<file path="src/rtl/ram_sync_param.sv">
// Parametrised single-port synchronous RAM with registered read, valid strobe,
// sticky out-of-range flag and an automatic clear sweep after every reset.
module ram_sync_param #(
  parameter int                 DATA_W  = 8,
  parameter int                 ADDR_W  = 5,
  parameter int                 DEPTH   = 32,
  parameter logic [DATA_W-1:0]  CLR_VAL = '0
) (
  input  logic              CLK,
  input  logic              RST_N,
  input  logic              CS,
  input  logic              RWS,
  input  logic              W_EN,
  input  logic [ADDR_W-1:0] W_S,
  input  logic [DATA_W-1:0] DIN,
  output logic [DATA_W-1:0] DOUT,
  output logic              DVALID,
  output logic              READY,
  output logic              ERR
);

  localparam int                CNT_W   = $clog2(DEPTH);
  localparam logic [ADDR_W:0]   DEPTH_L = (ADDR_W+1)'(DEPTH);
  localparam logic [CNT_W-1:0]  LAST    = CNT_W'(DEPTH - 1);

  typedef enum logic {CLEAR, IDLE} state_t;

  state_t            state;
  logic [CNT_W-1:0]  clr_cnt;
  logic [DATA_W-1:0] mem [DEPTH];

  logic              in_range;
  logic              wr_acc;
  logic              rd_acc;
  logic [CNT_W-1:0]  acc_idx;
  logic [CNT_W-1:0]  wr_idx;
  logic [DATA_W-1:0] wr_data;
  logic              wr_en;

  // W_S below DEPTH always fits in CNT_W bits, so truncation is safe once in range.
  assign in_range = ({1'b0, W_S} < DEPTH_L);
  assign acc_idx  = W_S[CNT_W-1:0];
  assign wr_acc   = READY & CS & RWS & W_EN;
  assign rd_acc   = READY & CS & ~RWS;

  // The clear sweep and normal writes share the single write port.
  assign wr_en    = ~READY | (wr_acc & in_range);
  assign wr_idx   = READY ? acc_idx : clr_cnt;
  assign wr_data  = READY ? DIN : CLR_VAL;

  always_ff @(posedge CLK) begin
    if (wr_en) begin
      mem[wr_idx] <= wr_data;
    end
  end

  always_ff @(posedge CLK or negedge RST_N) begin
    if (!RST_N) begin
      state   <= CLEAR;
      clr_cnt <= '0;
      READY   <= 1'b0;
      DOUT    <= '0;
      DVALID  <= 1'b0;
      ERR     <= 1'b0;
    end else begin
      case (state)
        CLEAR: begin
          DVALID <= 1'b0;
          if (clr_cnt == LAST) begin
            state   <= IDLE;
            READY   <= 1'b1;
            clr_cnt <= '0;
          end else begin
            clr_cnt <= clr_cnt + 1'b1;
          end
        end
        IDLE: begin
          DVALID <= rd_acc;
          if (rd_acc) begin
            DOUT <= in_range ? mem[acc_idx] : CLR_VAL;
          end
          if ((wr_acc | rd_acc) & ~in_range) begin
            ERR <= 1'b1;
          end
        end
        default: begin
          state  <= CLEAR;
          DVALID <= 1'b0;
        end
      endcase
    end
  end

endmodule

</file>
<file path="config.mk">
export PLATFORM = sky130hd
export DESIGN_NAME = ram_sync_param
export DESIGN_NICKNAME = d
export VERILOG_FILES = /design/src/rtl/ram_sync_param.sv
export SDC_FILE = /design/constraint.sdc
export NUM_CORES = 1
export LEC_CHECK = 0
export BUFFER_PORTS_ARGS = -buffer_cell sky130_fd_sc_hd__clkbuf_2
export CORE_MARGIN = 8
export CORE_UTILIZATION = 40
export DETAILED_ROUTE_END_ITERATION = 8
export GPL_TIMING_DRIVEN = 0
export PLACE_DENSITY_LB_ADDON = 0.15
export SLEW_MARGIN = 10
export SYNTH_ARGS = -nofsm -noshare
export SYNTH_HDL_FRONTEND = slang
export SYNTH_SLANG_ARGS = --single-unit
</file>
<file path="constraint.sdc">
create_clock -name CLK -period 2.7 [get_ports CLK]
set_input_delay 0.81 -clock CLK [delete_from_list [all_inputs] [get_ports CLK]]
set_output_delay 0.81 -clock CLK [all_outputs]
set_load 0.01 [all_outputs]
</file>
==> results.sh <==
export IMPL_drv_slew=0
export IMPL_rows=60
export IMPL_cts_max_path_buffers=3
export IMPL_ant_nets=0
export IMPL_synth_edf_count=256
export IMPL_yosys_top_cells_count="edfxtp_1 (256), mux2i_1 (130), nor2_1 (35)"
export IMPL_p_leak_uw=0.00441
export IMPL_synth_top_cell_by_area="edfxtp_1"
export IMPL_place_ws_ns=-0.651
export IMPL_holdCritPathClass="in -> async"
export IMPL_sequentialPowerShare=0.523
export IMPL_die_w_um=182
export IMPL_ys_seq_area_frac=0.735
export IMPL_place_hpwl_um=17000
export IMPL_syn_avg_cell_area_um2=17.1
export IMPL_firstDrtPassIters=5
export IMPL_top_usage_layer="met2"
export IMPL_max_cap_violations=0
export IMPL_clockRootBuffer="clkbuf_16"
export IMPL_boundaryPins=29
export IMPL_drive_gt1_frac=0.175
export IMPL_end_kind="flip-flop"
export IMPL_overflow=0
export IMPL_finalCritPeriodShare=1.03
export IMPL_critical_path_top_delay_family="simple AND/OR/NAND/NOR gates"
export IMPL_synth_nets=665
export IMPL_hold_ws_ns=0.237
export IMPL_die_area_um2=33100
export IMPL_async_flop_share=0.0588
export IMPL_status="finished, violations left"
export IMPL_antenna_found_initial=0
export IMPL_finalSetupViolations=69
export IMPL_num_fill_cells=2305
export IMPL_synth_top_cell_area_share=0.699
export IMPL_start_kind="primary input"
export IMPL_fin_ws_ns=-0.0677
export IMPL_grt_pass1_wl_um=38000
export IMPL_fin_skew_ns=0.00910
export IMPL_clk_pin_slew_ns=0.06
export IMPL_cp_arrival_ns=2.94
export IMPL_fmax_mhz=361
export IMPL_grt_pass1_vias=6016
export IMPL_switchingPower_uw=1840
export IMPL_numPortBuffers=26
export IMPL_power_density_nw_per_um2=710
export IMPL_antenna_cells=0
export IMPL_wl_per_cell_um=24.1
export IMPL_dieHeight_um=182
export IMPL_cts_max_level=1
export IMPL_cp_slowest_cell="nor2_2"
export IMPL_synthFlopType="edfxtp_1"
export IMPL_gr_usage_met3=0.0327
export IMPL_gp_congestion=0.825
export IMPL_core_area_um2=27000
export IMPL_grt_max_degree=33
export IMPL_grt_use_met1=0.209
export IMPL_tightest_slew_ns=1.23
export IMPL_hold_viol=0
export IMPL_relSlewSlack=0.180
export IMPL_start_util=0.408
export IMPL_cts_tree="yes"
export IMPL_crit_chain="buf_4 -> buf_12 -> buf_12 -> buf_6 -> o21a_1 -> a21oi_1 -> nand2_1 -> nor2_2"
export IMPL_path_buf_inv=4
export IMPL_grt_use_met2=0.249
export IMPL_violations="setup timing"
export IMPL_combPwrFrac=0.058
export IMPL_ir_drop_v=0.000464
export IMPL_clkLatencyLatePin_ns=0.54
export IMPL_synth_area_um2=11000
export IMPL_p_clk_frac=0.419
export IMPL_required_ns=2.87
export IMPL_path_class="in -> reg"
export IMPL_ys_warn_count=0
export IMPL_fin_nets=721
export IMPL_slowest_delay_ns=0.60
export IMPL_syn_inst=644
export IMPL_rsz0062_at_grt="true"
export IMPL_wl_um=25600
export IMPL_synth_seq_cells=272
export IMPL_vias_per_cell=5.42
export IMPL_postCtsSetupRepairBufs=0
export IMPL_drtIter0Drc=411
export IMPL_vias=5758
export IMPL_route_detailed_drc=0
export IMPL_worst_path_most_repeated_cell="buf_12"
export IMPL_synth_most_common_cell="edfxtp_1"
export IMPL_grt_usage=0.154
export IMPL_synth_cell_type_count=34
export IMPL_switching_share=0.207
export IMPL_synthToLayoutAreaGrowth_pct=13.9
export IMPL_synth_area_leaders="edfxtp_1 (70%), mux2i_1 (12%), dfrtp_1 (3.6%)"
export IMPL_crit_fanout=10
export IMPL_layout_min_cycle_time_ns=2.77
export IMPL_cts_made_buffers=28
export IMPL_clkSinkCount=272
export IMPL_internal_power_uw=7050
-- stage by stage --
step / cells / setup TNS, ns / utilization / power [µW] / instance area [µm²]
2_1_floorplan: 644 / 0 / - / 5050 / 11000
3_3_place_gp: 1011 / -123.48 / 0.429 / 5250 / 11600
3_5_place_dp: 1011 / -131.76 / 0.429 / 5260 / 11600
4_1_cts: 1063 / -2.16 / 0.463 / 8960 / 12500
5_1_grt: 1063 / -18.75 / 0.465 / 9160 / 12500
6_report: 1063 / -2.04 / 0.465 / 8890 / 12500
-- registers in the layout, indices dropped and copies added (netlist names) --
signal / count
state: 1
DVALID: 1
DOUT: 8
clr_cnt: 5
mem: 256
READY: 1
-- path summary, 6_finish.rpt --
check / to / start / slack (ns) / cells after the start
setup / recovery: mem[16][2] / W_S[0] / -0.07 / 8
setup reg to reg: mem[17][1] / READY / 0.06 / 5
hold / removal: clr_cnt[2] / RST_N / 0.24 / 1
max in group asynchronous: DOUT[0] / RST_N / 2.11 / 1
hold reg to reg: DOUT[2] / DOUT[2] / 0.50 / 2
min in group CLK: DOUT[2] / DOUT[2] / 0.50 / 2
-- cells by family after synthesis --
kind of cell	count (synthesis)	synth area share
flip-flops	272	0.735
multiplexers	135	0.123
AO/OA/AOI/OAI	108	0.0776
AND/OR/NAND/NOR	82	0.0329
buffers and inverters	43	0.0273
adder cells (fa/ha/maj)	3	0.00341
other	1	0.000341
-- routing by layer --
layer / part of all wire / vias to the layer above
met4: 0.021 / 0
met5: 0 / -
met2: 0.47 / 157
met3: 0.055 / 35
met1: 0.46 / 2903
li1: - / 2663
-- layout by cell type (no fill, tap or decap), drive strengths merged --
master | netlist | final
o21ai | 6 | 6
or3 | 2 | 2
nor3 | 1 | 1
nand2 | 25 | 25
mux2 | 5 | 5
edfxtp | 256 | 256
nand3 | 2 | 2
and3 | 1 | 1
nand2b | 2 | 2
dfrtp | 16 | 16
mux2i | 130 | 130
conb | 1 | 1
a22oi | 32 | 32
a22o | 16 | 16
o41ai | 8 | 8
clkbuf | 16 | 85
clkinv | 0 | 7
a21oi | 18 | 18
nand4b | 1 | 1
or2 | 2 | 2
buf | 22 | 22
a221oi | 16 | 16
inv | 5 | 5
nor2b | 2 | 2
and2 | 9 | 9
nor2 | 35 | 35
o21a | 1 | 1
o22ai | 11 | 11
ha | 3 | 3
bufinv | 0 | 2
-- layout make-up --
cell class	instances	area, µm²	share of cell area
clock inverter	9	90.1	0.00719
multi-input combinational	329	2690	0.215
timing repair buffer	26	130	0.0104
clock buffer	43	808	0.0645
sequential	272	8090	0.645
inverter	5	18.8	0.00150
tap	341	427	0.0340
buffer	38	282	0.0225
-- what timing repair did --
action	4_1_cts	5_1_grt
pin swaps	0	0
gates resized for setup	9	13
hold buffers	0	0
endpoints found under the setup margin	88	224
gates cloned	0	0
-- power groups by stage --
stage | Sequential [µW] | Combinational (µW) | Clock [µW]
after floorplan | 4740 | 308 | 0
after global placement | 4740 | 504 | 0
after detailed placement | 4740 | 514 | 0
after CTS | 4650 | 517 | 3790
after global routing | 4650 | 556 | 3950
final | 4650 | 515 | 3730
Power figures use the tool's default switching activity.
